==> config.mk <==
export PLATFORM = sky130hd
export DESIGN_NAME = rat_uart_tx_port_flat
export DESIGN_NICKNAME = d
export VERILOG_FILES = /design/src/rtl/rat_io_pkg.sv /design/src/rtl/rat_uart_tx_port_if.sv /design/src/rtl/rat_baud_gen.sv /design/src/rtl/rat_uart_tx_port.sv /design/src/flat_wrapper.sv
export SDC_FILE = /design/constraint.sdc
export NUM_CORES = 1
export LEC_CHECK = 0
export CAP_MARGIN = 10
export CORE_MARGIN = 2
export CORE_UTILIZATION = 56
export CTS_BUF_LIST = sky130_fd_sc_hd__clkbuf_2
export DETAILED_ROUTE_END_ITERATION = 16
export PLACE_DENSITY = 0.82
export SLEW_MARGIN = 20
export SYNTH_ARGS = -nofsm -noshare
export SYNTH_HDL_FRONTEND = slang
export SYNTH_SLANG_ARGS = --single-unit
==> constraint.sdc <==
create_clock -name CLK -period 2.9 [get_ports CLK]
set_input_delay 0.435 -clock CLK [delete_from_list [all_inputs] [get_ports CLK]]
set_output_delay 0.435 -clock CLK [all_outputs]
set_load 0.02 [all_outputs]
==> src/rtl/rat_io_pkg.sv <==
// Shared RAT port-bus definitions: port IDs, status/control bit positions,
// and the UART transmitter state type.
package rat_io_pkg;

  localparam logic [7:0] SWITCHES_PORT_ID = 8'h20;
  localparam logic [7:0] LEDS_PORT_ID     = 8'h40;
  localparam logic [7:0] DATA_PORT_ID     = 8'h44;
  localparam logic [7:0] CTRL_PORT_ID     = 8'h45;
  localparam logic [7:0] STATUS_PORT_ID   = 8'h25;

  localparam int STAT_BUSY      = 0;
  localparam int STAT_HOLD_FULL = 1;
  localparam int STAT_PEND      = 2;
  localparam int STAT_OVF       = 3;

  localparam int CTRL_INTR_EN  = 0;
  localparam int CTRL_CLR_PEND = 1;
  localparam int CTRL_CLR_OVF  = 2;

  typedef enum logic [1:0] {IDLE, START, DATA, STOP} tx_state_t;

  // Clocks per serial bit, never below 2 so the baud counter has a real wrap.
  function automatic int clks_per_bit(input int clk_freq, input int baud);
    int c;
    c = clk_freq / baud;
    return (c < 2) ? 2 : c;
  endfunction

endpackage

==> src/rtl/rat_uart_tx_port_if.sv <==
// RAT MCU port bus as seen by one peripheral: write address/data/strobe
// from the MCU and the read-side contribution back to the wrapper mux.
interface rat_uart_tx_port_if;

  logic [7:0] PORT_ID;
  logic [7:0] OUT_PORT;
  logic       IO_STRB;
  logic [7:0] IN_DATA;
  logic       IN_SEL;

  modport master (
    output PORT_ID,
    output OUT_PORT,
    output IO_STRB,
    input  IN_DATA,
    input  IN_SEL
  );

  modport slave (
    input  PORT_ID,
    input  OUT_PORT,
    input  IO_STRB,
    output IN_DATA,
    output IN_SEL
  );

endinterface

==> src/rtl/rat_baud_gen.sv <==
// Bit-period counter: counts 0..CLKS_PER_BIT-1 and pulses tick on the last
// count; clr holds it at zero so a new frame starts on a full bit period.
module rat_baud_gen #(
  parameter int CLKS_PER_BIT = 10
) (
  input  logic CLK,
  input  logic RESET,
  input  logic clr,
  output logic tick
);

  localparam int CW = (CLKS_PER_BIT > 1) ? $clog2(CLKS_PER_BIT) : 1;
  localparam logic [CW-1:0] LAST = CW'(CLKS_PER_BIT - 1);

  logic [CW-1:0] cnt_q;
  logic [CW-1:0] cnt_d;

  always_comb begin
    tick  = (cnt_q == LAST) && !clr;
    cnt_d = cnt_q + CW'(1);
    if (clr || tick) begin
      cnt_d = '0;
    end
  end

  always_ff @(posedge CLK) begin
    if (RESET) begin
      cnt_q <= '0;
    end else begin
      cnt_q <= cnt_d;
    end
  end

endmodule

==> src/rtl/rat_uart_tx_port.sv <==
// Port-mapped 8N1 UART transmitter for the RAT MCU: one holding register in
// front of the shifter, a status byte for the input mux and a drain interrupt.
module rat_uart_tx_port
  import rat_io_pkg::*;
#(
  parameter int         CLK_FREQ  = 100_000_000,
  parameter int         BAUD      = 115200,
  parameter logic [7:0] DATA_ID   = DATA_PORT_ID,
  parameter logic [7:0] CTRL_ID   = CTRL_PORT_ID,
  parameter logic [7:0] STATUS_ID = STATUS_PORT_ID
) (
  input  logic               CLK,
  input  logic               RESET,
  rat_uart_tx_port_if.slave  bus,
  output logic               TX,
  output logic               INTR
);

  localparam int CLKS_PER_BIT = clks_per_bit(CLK_FREQ, BAUD);

  tx_state_t  state_q, state_d;
  logic [7:0] shift_q, shift_d;
  logic [2:0] bit_idx_q, bit_idx_d;
  logic [7:0] hold_q, hold_d;
  logic       hold_full_q, hold_full_d;
  logic       ovf_q, ovf_d;
  logic       pend_q, pend_d;
  logic       intr_en_q, intr_en_d;
  logic       intr_q, intr_d;
  logic       tx_q, tx_d;
  logic       strb_q, strb_d;

  logic       wr_evt;
  logic       data_wr;
  logic       ctrl_wr;
  logic       drain;
  logic       pend_set;
  logic       tick;
  logic       busy;
  logic [7:0] status;

  rat_baud_gen #(
    .CLKS_PER_BIT (CLKS_PER_BIT)
  ) u_baud (
    .CLK   (CLK),
    .RESET (RESET),
    .clr   (state_q == IDLE),
    .tick  (tick)
  );

  // The MCU holds IO_STRB for two CLKs per write; only its rising edge counts.
  always_comb begin
    strb_d  = bus.IO_STRB;
    wr_evt  = bus.IO_STRB & ~strb_q;
    data_wr = wr_evt && (bus.PORT_ID == DATA_ID);
    ctrl_wr = wr_evt && (bus.PORT_ID == CTRL_ID);
  end

  always_comb begin
    state_d   = state_q;
    shift_d   = shift_q;
    bit_idx_d = bit_idx_q;
    drain     = 1'b0;
    pend_set  = 1'b0;

    case (state_q)
      IDLE: begin
        if (hold_full_q) begin
          state_d = START;
          shift_d = hold_q;
          drain   = 1'b1;
        end
      end
      START: begin
        if (tick) begin
          state_d   = DATA;
          bit_idx_d = 3'd0;
        end
      end
      DATA: begin
        if (tick) begin
          shift_d = shift_q >> 1;
          if (bit_idx_q == 3'd7) begin
            state_d = STOP;
          end else begin
            bit_idx_d = bit_idx_q + 3'd1;
          end
        end
      end
      STOP: begin
        if (tick) begin
          if (hold_full_q) begin
            state_d = START;
            shift_d = hold_q;
            drain   = 1'b1;
          end else begin
            state_d  = IDLE;
            pend_set = 1'b1;
          end
        end
      end
      default: state_d = IDLE;
    endcase

    case (state_d)
      START:   tx_d = 1'b0;
      DATA:    tx_d = shift_d[0];
      default: tx_d = 1'b1;
    endcase
  end

  // A write landing in the same cycle the shifter takes the held byte is
  // accepted, since the holding register is being vacated at that edge.
  always_comb begin
    hold_d      = hold_q;
    hold_full_d = hold_full_q;
    ovf_d       = ovf_q;
    pend_d      = pend_q;
    intr_en_d   = intr_en_q;

    if (drain) begin
      hold_full_d = 1'b0;
    end
    if (data_wr) begin
      if (!hold_full_q || drain) begin
        hold_d      = bus.OUT_PORT;
        hold_full_d = 1'b1;
      end else begin
        ovf_d = 1'b1;
      end
    end
    if (ctrl_wr) begin
      intr_en_d = bus.OUT_PORT[CTRL_INTR_EN];
      if (bus.OUT_PORT[CTRL_CLR_PEND]) begin
        pend_d = 1'b0;
      end
      if (bus.OUT_PORT[CTRL_CLR_OVF]) begin
        ovf_d = 1'b0;
      end
    end
    if (pend_set) begin
      pend_d = 1'b1;
    end

    intr_d = pend_q & intr_en_q;
  end

  always_ff @(posedge CLK) begin
    if (RESET) begin
      state_q     <= IDLE;
      shift_q     <= '0;
      bit_idx_q   <= '0;
      hold_q      <= '0;
      hold_full_q <= 1'b0;
      ovf_q       <= 1'b0;
      pend_q      <= 1'b0;
      intr_en_q   <= 1'b0;
      intr_q      <= 1'b0;
      tx_q        <= 1'b1;
      strb_q      <= 1'b0;
    end else begin
      state_q     <= state_d;
      shift_q     <= shift_d;
      bit_idx_q   <= bit_idx_d;
      hold_q      <= hold_d;
      hold_full_q <= hold_full_d;
      ovf_q       <= ovf_d;
      pend_q      <= pend_d;
      intr_en_q   <= intr_en_d;
      intr_q      <= intr_d;
      tx_q        <= tx_d;
      strb_q      <= strb_d;
    end
  end

  always_comb begin
    busy   = (state_q != IDLE);
    status = 8'h00;
    status[STAT_BUSY]      = busy;
    status[STAT_HOLD_FULL] = hold_full_q;
    status[STAT_PEND]      = pend_q;
    status[STAT_OVF]       = ovf_q;

    bus.IN_SEL  = (bus.PORT_ID == STATUS_ID);
    bus.IN_DATA = bus.IN_SEL ? status : 8'h00;
  end

  assign TX   = tx_q;
  assign INTR = intr_q;

endmodule

==> src/flat_wrapper.sv <==
// flat-port wrapper written by rule: the top's interface ports become plain ports
module rat_uart_tx_port_flat import rat_io_pkg::*;
#(
  parameter int         CLK_FREQ  = 100_000_000,
  parameter int         BAUD      = 115200,
  parameter logic [7:0] DATA_ID   = DATA_PORT_ID,
  parameter logic [7:0] CTRL_ID   = CTRL_PORT_ID,
  parameter logic [7:0] STATUS_ID = STATUS_PORT_ID
)
  (CLK, RESET, TX, INTR, bus_PORT_ID, bus_OUT_PORT, bus_IO_STRB, bus_IN_DATA, bus_IN_SEL);
  rat_uart_tx_port_if bus_i ();
  input  logic CLK;
  input  logic RESET;
  output logic TX;
  output logic INTR;
  input wire logic [$bits(bus_i.PORT_ID)-1:0] bus_PORT_ID;
  input wire logic [$bits(bus_i.OUT_PORT)-1:0] bus_OUT_PORT;
  input wire logic [$bits(bus_i.IO_STRB)-1:0] bus_IO_STRB;
  output wire logic [$bits(bus_i.IN_DATA)-1:0] bus_IN_DATA;
  output wire logic [$bits(bus_i.IN_SEL)-1:0] bus_IN_SEL;
  assign bus_i.PORT_ID = bus_PORT_ID;
  assign bus_i.OUT_PORT = bus_OUT_PORT;
  assign bus_i.IO_STRB = bus_IO_STRB;
  assign bus_IN_DATA = bus_i.IN_DATA;
  assign bus_IN_SEL = bus_i.IN_SEL;
  rat_uart_tx_port #(.CLK_FREQ(CLK_FREQ), .BAUD(BAUD), .DATA_ID(DATA_ID), .CTRL_ID(CTRL_ID), .STATUS_ID(STATUS_ID)) u_core (.CLK(CLK), .RESET(RESET), .bus(bus_i), .TX(TX), .INTR(INTR));
endmodule
# --- Yosys cells after proc, flatten, opt, wreduce, memory -nomap -nowiden ---
# Cells that the tools add are included.
# W data, S select, Z words.
word_totals:
  ff_bits: 38
  latchBits: 0
  ram_bits: 0
  romBits: 0
  n_memories: 0
classes:
  n_addsub: 2
  multipliers: 0
  div_mod_pow: 0
  magnitude_cmp: 0
  n_eq_ne: 14
  shifts: 0
  muxes: 33
  bitwise: 3
  reduce_logical: 18
ops:
  columns: ["op", "n"]
  rows:
  - ["$mux W8", 3]
  - ["$pmux W8 S3", 1]
  - ["$eq A8 B7 Y1 const B", 2]
  - ["$mux W1", 16]
  - ["$add A10 B1 Y10 const B", 1]
  - ["$eq A10 B10 Y1 const B", 1]
  - ["$mux W2", 5]
  - ["$mux W3", 3]
  - ["$eq A8 B6 Y1 const B", 1]
  - ["$pmux W2 S4", 1]
  - ["$reduce_bool A2 Y1", 4]
  - ["$eq A2 B2 Y1 const B", 3]
  - ["$ne A2 B1 Y1 const B", 3]
  - ["$pmux W3 S2", 1]
  - ["$eq A2 B1 Y1 const B", 2]
  - ["$mux W4", 1]
  - ["$pmux W1 S2", 2]
  - ["$reduce_and A2 Y1", 2]
  - ["$reduce_and A4 Y1", 1]
  - ["$add A3 B1 Y3 const B", 1]
  - ["$eq A3 B3 Y1 const B", 1]
  - ["$logic_and A1 B1 Y1", 3]
  - ["$reduce_and A3 Y1", 1]
  - ["$reduce_bool A3 Y1", 1]
  - ["7 further kinds", 10]

# --- Logic depth before layout (Yosys ltp) ---
# Gate-level depths: netlist (run 1).
depth:
  word_depth: 10
  depth_mapped: 9

# --- By module ---
# A second synthesis (run 1) with hierarchy kept.
hier_totals:
  hier_cells: 233
  area_unflattened_um2: 2026.9
by_module_without_submodules:
  columns: ["mod", "n_inst", "cells_each", "area_per_inst_um2", "seq_area_each_um2"]
  rows:
  - ["rat_uart_tx_port", 1, 178, 1562.7, 560.5]
  - ["rat_baud_gen", 1, 55, 464.2, 200.2]

# --- Least setup slack after synthesis (run 1) ---
# OpenSTA, ideal clock, no wires.
synth_timing:
  path_kind: "input -> output"
  start: "in bus_PORT_ID[1]"
  end: "out bus_IN_DATA[2]"
  arrival_ns: 1.945
  setup_slack_ns: 0.520
  path_stages: 3
  n_path_buf: 0
  path_cell_list: "or4_1 > nor3_1 > and2_1"
synth_via:
  elab_chain_len: 2
synth_lines:
  columns: ["element", "line_no", "rtl"]
  rows:
  - ["start: declaration", "flat_wrapper.sv:16", "input wire logic [$bits(bus_i.PORT_ID)-1:0] bus_PORT_ID;"]
  - ["$eq A8 B6 Y1", "rat_uart_tx_port.sv:184", "bus.IN_SEL = (bus.PORT_ID == STATUS_ID);"]
  - ["net bus_IN_SEL", "flat_wrapper.sv:20", "output wire logic [$bits(bus_i.IN_SEL)-1:0] bus_IN_SEL;"]
  - ["$mux W4", "rat_uart_tx_port.sv:185", "bus.IN_DATA = bus.IN_SEL ? status : 8'h00;"]
  - ["end: declaration", "flat_wrapper.sv:19", "output wire logic [$bits(bus_i.IN_DATA)-1:0] bus_IN_DATA;"]
# The timed path passes the listed nets, and every way through them passes these cells.

# --- Worst setup path in the final report (run 1) ---
layout_timing:
  start: "in bus_PORT_ID[3]"
  end: "out bus_IN_DATA[1]"
layout_via:
  elab_chain_len: 2
layout_lines:
  columns: ["element", "line_no"]
  rows:
  - ["$eq A8 B6 Y1", "rat_uart_tx_port.sv:184"]
  - ["$mux W4", "rat_uart_tx_port.sv:185"]
# No other way between the ends.

==> results.sh, run 1 <==
export IMPL_antenna_cells=0
export IMPL_cts_tree="yes"
export IMPL_ys_seq_area_frac=0.384
export IMPL_tightest_slew_ps=532
export IMPL_yosysUniqueCellTypes=53
export IMPL_mostFrequentLayoutCells="36 x dfxtp_1, 28 x nor2_1, 22 x clkdlybuf4s50_1"
export IMPL_cts_buffer_depth=2
export IMPL_fin_total_pwr_mw=0.790
export IMPL_fmax_ghz=0.360
export IMPL_fin_cells=292
export IMPL_row_count=21
export IMPL_grtUsageTotal=0.213
export IMPL_multi_input_area_sq_um=1120
export IMPL_slew_headroom=0.645
export IMPL_syn2layout_area_growth_pct=16.9
export IMPL_hold_viol_final=0
export IMPL_mostFrequentLayoutCell="dfxtp_1"
export IMPL_synth_seq_cells=38
export IMPL_fin_crit_ps=2780
export IMPL_wl_per_cell_um=13.0
export IMPL_avgSynthCellArea_sq_um=9.13
export IMPL_drive_gt1_frac=0.142
export IMPL_vias=1621
export IMPL_routed_wl_met3_um=175
export IMPL_fp_dieArea_sq_um=4030
export IMPL_critPathLaunch="bus_PORT_ID[3]"
export IMPL_power_density_nw_per_um2=341
export IMPL_cts_root_buf="clkbuf_2"
export IMPL_top_layer="met4"
export IMPL_dp_hpwl_um=2920
export IMPL_clk_pin_slew_ps=180
export IMPL_endpoint_kind="output pin"
export IMPL_port_buffers=25
export IMPL_ff_latch_area_sq_um=763
export IMPL_initial_core_util=0.589
export IMPL_die_x_um=63.5
export IMPL_dr_wl_met2_um=1750
export IMPL_rsz0062_at_grt="no"
export IMPL_design_core_area_sq_um=3360
export IMPL_dieHeight_um=63.5
export IMPL_clock_sinks=38
export IMPL_cts_inserted_buffers=5
export IMPL_vias_per_cell=5.55
export IMPL_antenna_left=0
export IMPL_yosys_warnings=0
export IMPL_nNetsFinal=274
export IMPL_drc_errors=0
export IMPL_grt_ovfl_total=0
export IMPL_period_share=0.957
export IMPL_arrival_ps=2340
export IMPL_grt_start_max_net_pins=13
export IMPL_drv_slew=0
export IMPL_setup_viol=0
export IMPL_cp_start_kind="input port"
export IMPL_path_max_fanout=4
export IMPL_status="complete, no violations"
export IMPL_antenna_found_initial=0
export IMPL_postSynthCellCount=217
export IMPL_wirelength_um=3800
export IMPL_syn_area_sq_um=1980
export IMPL_grt_pass1_vias=1621
export IMPL_required_ps=2470
export IMPL_grt_pass1_wl_um=6910
export IMPL_ctsHtreeMaxLevel=2
export IMPL_finClkSkew_ps=15.1
export IMPL_n_fill_cell=307
export IMPL_r2r_start="u_core.u_baud.cnt_q[0]"
export IMPL_hold_path_class="register to register"
export IMPL_worstSetupPathType="input port to output pin"
export IMPL_first_pass_iters=4
export IMPL_max_cap_viol_count=0
export IMPL_drtIter0Drc=108
export IMPL_min_from="u_core.intr_en_q"
export IMPL_clock_latency_ps=380
export IMPL_ir_drop_uv=262
export IMPL_ios=30
export IMPL_leakage_nw=0.976
export IMPL_wl_met1_um=1830
export IMPL_routabilityCongestion=0.837
export IMPL_tns_ps=0
export IMPL_place_inst=285
export IMPL_post_route_util=0.688
==> registers in the layout, summed over array words and instances (netlist names) <==
signal and cells:
u_core.INTR 1, u_core.TX 1, u_core.bit_idx_q 3, u_core.hold_full_q 1, u_core.hold_q 8, u_core.intr_en_q 1
u_core.ovf_q 1, u_core.pend_q 1, u_core.shift_q 8, u_core.state_q 2, u_core.strb_q 1, u_core.u_baud.cnt_q 10
==> cell type report <==
| type | count | area share |
|---|---|---|
| well taps | 46 | 0.0249 |
| repair buffers | 32 | 0.134 |
| clock inverters | 2 | 0.00432 |
| clock buffers | 5 | 0.0108 |
| multi-input cells | 161 | 0.483 |
| flip-flops and latches | 38 | 0.330 |
| inverters | 8 | 0.0130 |
==> cells by family (layout without fill, tap and decap cells) <==
| group | after synthesis | after routing | share of synthesized area |
|---|---|---|---|
| compound gates | 38 | 38 | 0.144 |
| fa+ha+maj | 9 | 9 | 0.0569 |
| other cells | 1 | 4 | 0.00189 |
| simple gates | 91 | 91 | 0.262 |
| mux | 11 | 11 | 0.0569 |
| flops | 38 | 38 | 0.384 |
| xor+xnor | 8 | 8 | 0.0354 |
| buf+inv | 21 | 47 | 0.0594 |
==> repair_timing <==
action | CTS | global route
gates resized for setup | 1 | 5
hold buffers | 0 | 0
setup endpoints to repair | 2 | 3
setup buffers | 0 | 0
==> synthesized netlist by cell type (all sizes together) <==
| library cell | number | area (sq um) |
|---|---|---|
| and2b | 1 | 8.76 |
| or3 | 1 | 6.26 |
| mux2i | 9 | 90.1 |
| and3 | 4 | 26.3 |
| a22o | 4 | 38.8 |
| o21bai | 1 | 7.51 |
| buf | 7 | 45.0 |
| a2111o | 1 | 11.3 |
| a21oi | 9 | 45.0 |
| conb | 1 | 3.75 |
| nor3b | 3 | 38.8 |
| nand3 | 7 | 35.0 |
| and3b | 2 | 17.5 |
| xor2 | 2 | 17.5 |
| or4 | 1 | 7.51 |
| xnor2 | 6 | 52.6 |
| nor2b | 2 | 12.5 |
| a31oi | 2 | 12.5 |
| o211ai | 1 | 7.51 |
| nor2 | 28 | 105 |
| o21ai | 3 | 15.0 |
| a22oi | 1 | 7.51 |
| nand4 | 6 | 37.5 |
| ha | 9 | 113 |
| nand3b | 2 | 15.0 |
| inv | 8 | 30.0 |
| o22ai | 1 | 6.26 |
| o31ai | 1 | 7.51 |
| dfxtp | 38 | 761 |
| o22a | 1 | 8.76 |
| nand2b | 3 | 18.8 |
| nand2 | 19 | 71.3 |
| a21boi | 1 | 7.51 |
| a21o | 6 | 50.0 |
| mux2 | 2 | 22.5 |
| nor4b | 1 | 23.8 |
| and2 | 3 | 18.8 |
| or4b | 1 | 13.8 |
| clkbuf | 6 | 42.5 |
| o32ai | 1 | 16.3 |
| nor4 | 4 | 46.3 |
| nor3 | 3 | 15.0 |
| a41oi | 3 | 26.3 |
| a32oi | 2 | 17.5 |
==> routing by layer <==
metal | track usage | vias to the layer above
li1 | - | 819
met1 | 0.279 | 761
met2 | 0.339 | 37
met3 | 0.0589 | 4
met4 | 0.0707 | 0
met5 | 0 | -
==> stage by stage <==
step | hold WS (ps) | cell area [sq um] | setup slack, ps
CTS | 443 | 2300 | 41.8
floorplan | 410 | 1990 | 520
finish | 442 | 2310 | 125
global placement | 416 | 2260 | 23.6
detailed placement | 423 | 2260 | -36.6
global route | 490 | 2310 | 49.5
==> worst paths after layout <==
check | cells after the start | slack [ps] | to
worst max-delay path | 5 | 120 | bus_IN_DATA[1]
worst min-delay path | 2 | 440 | u_core.INTR
worst max register to register | 8 | 620 | u_core.shift_q[1]
worst min register to register | 2 | 440 | u_core.INTR
==> worst max-delay path, stage by stage <==
cell and delay (ps):
clkdlybuf4s50_1 390, nand2b_1 130, or4_1 480, nor4_1 260
clkdlybuf4s50_1 660
==> where the power goes <==
part           switching (mW)  internal [mW]
Clock                   0.166         0.0523
Combinational          0.0202         0.0276
Sequential           0.000502          0.524
Total                   0.187          0.604
Power figures use the tool's default switching activity.
==> run 2, diff against run 1 <==
Settings changed: MAX_ROUTING_LAYER set to met4, SETUP_SLACK_MARGIN set to 0.3.
==> results.sh, run 2 (synthesis results as in run 1) <==
export IMPL_drive_gt1_frac=0.142
export IMPL_tightest_slew_ps=527
export IMPL_die_x_um=63.5
export IMPL_largest_reg_flops=10
export IMPL_dr_wl_met2_um=1710
export IMPL_post_route_util=0.685
export IMPL_fin_total_pwr_mw=0.791
export IMPL_dieHeight_um=63.5
export IMPL_ir_drop_uv=263
export IMPL_antenna_cells=0
export IMPL_status="complete, no violations"
export IMPL_cts_root_buf="clkbuf_2"
export IMPL_mostFrequentLayoutCells="36 x dfxtp_1, 28 x nor2_1, 20 x clkdlybuf4s50_1"
export IMPL_ctsHtreeMaxLevel=2
export IMPL_place_ws_ps=-36.6
export IMPL_drc_errors=0
export IMPL_crit_buf_inv=2
export IMPL_syn2layout_area_growth_pct=16.2
export IMPL_grtUsageTotal=0.219
export IMPL_clock_latency_ps=380
export IMPL_max_cap_viol_count=0
export IMPL_cp_start_kind="input port"
export IMPL_top_layer="met4"
export IMPL_top_register="u_core.u_baud.cnt_q"
export IMPL_setup_viol=0
export IMPL_crit_family="simple AND/OR/NAND/NOR gates"
export IMPL_r2r_slack_ps=630
export IMPL_vias_per_cell=5.54
export IMPL_nNetsFinal=274
export IMPL_grt_ovfl_total=0
export IMPL_design_core_area_sq_um=3360
export IMPL_fp_dieArea_sq_um=4030
export IMPL_period_share=0.869
export IMPL_grt_pass1_wl_um=6890
export IMPL_clock_sinks=38
export IMPL_cts_tree="yes"
export IMPL_arrival_ps=2090
export IMPL_n_fill_cell=308
export IMPL_slowest_delay_ps=480
export IMPL_vias=1617
export IMPL_fmax_ghz=0.397
export IMPL_routabilityCongestion=0.850
export IMPL_antenna_left=0
export IMPL_first_pass_iters=4
export IMPL_dp_hpwl_um=2920
export IMPL_power_density_nw_per_um2=344
export IMPL_drtIter0Drc=101
export IMPL_rsz0062_at_grt="no"
export IMPL_leakage_nw=0.941
export IMPL_slew_headroom=0.647
export IMPL_mostFrequentLayoutCell="dfxtp_1"
export IMPL_crit_chain="clkdlybuf4s50_1, nand2b_1, or4_1, nor3_2, and2_1, dlygate4sd2_1"
export IMPL_tns_ps=0
export IMPL_hold_viol_final=0
export IMPL_grt_pass1_vias=1619
export IMPL_cts_inserted_buffers=5
export IMPL_cts_buffer_depth=2
export IMPL_drv_slew=0
export IMPL_grt_start_max_net_pins=13
export IMPL_clk_pin_slew_ps=180
export IMPL_port_buffers=25
export IMPL_cts_hold_buffers=0
export IMPL_endpoint_kind="output pin"
export IMPL_finClkSkew_ps=14.1
export IMPL_initial_core_util=0.589
export IMPL_fin_ws_ps=380
export IMPL_wirelength_um=3780
export IMPL_wl_per_cell_um=12.9
export IMPL_slowest_stage="or4_1"
export IMPL_row_count=21
export IMPL_ios=30
export IMPL_path_max_fanout=4
export IMPL_worstSetupPathType="input port to output pin"
export IMPL_wl_met1_um=1870
export IMPL_routed_wl_met3_um=166
export IMPL_reg_top3="u_core.u_baud.cnt_q (10), u_core.hold_q (8), u_core.shift_q (8)"
export IMPL_antenna_found_initial=0
export IMPL_hold_path_class="register to register"
export IMPL_required_ps=2470
export IMPL_fin_crit_ps=2520
run 2: power breakdown:
part | total, mW | internal, mW | switching (mW)
clock | 0.219 | 0.0523 | 0.167
combinational | 0.0478 | 0.0275 | 0.0202
sequential | 0.524 | 0.524 | 0.000502
run 2: worst paths after layout:
path	from	to	cells past startpoint
max	bus_PORT_ID[3]	bus_IN_DATA[3]	6
min	u_core.intr_en_q	u_core.INTR	2
max reg2reg	u_core.u_baud.cnt_q[0]	u_core.shift_q[1]	8
min reg2reg	u_core.intr_en_q	u_core.INTR	2
run 2: what timing repair did:
item | CTS | global route
pin swaps | 0 | 1
gates resized for setup | 6 | 3
hold endpoints to repair | 0 | 0
endpoints found under the setup margin | 5 | 3
setup buffers | 0 | 0
run 2: area by class of cell:
type                       count  area (sq um)  share of cell area
sequential                    38           763               0.332
timing repair buffer          32           298               0.129
clock buffer                   5          25.0              0.0109
multi-input combinational    161          1120               0.486
inverter                       8          30.0              0.0130
clock inverter                 2          10.0             0.00435
tap                           46          57.6              0.0250
run 2: tightest hold or removal path: stages, from the launching register on:
cell and delay [ps]:
dfxtp_1 350, nand2_1 50, nor2_1 30
run 2: per-stage QoR:
| step | hold WS (ps) | instances | area [sq um] |
|---|---|---|---|
| 2_1_floorplan | 410 | 220 | 1990 |
| 3_3_place_gp | 416 | 285 | 2260 |
| 3_5_place_dp | 423 | 285 | 2260 |
| 4_1_cts | 443 | 292 | 2300 |
| 5_1_grt | 490 | 292 | 2300 |
| 6_report | 441 | 292 | 2300 |
run 2: routing by layer:
metal | track usage | vias to the layer above
met5 | - | -
met3 | 0.0571 | 4
li1 | - | 819
met4 | 0.0707 | 0
met2 | 0.339 | 35
met1 | 0.279 | 759
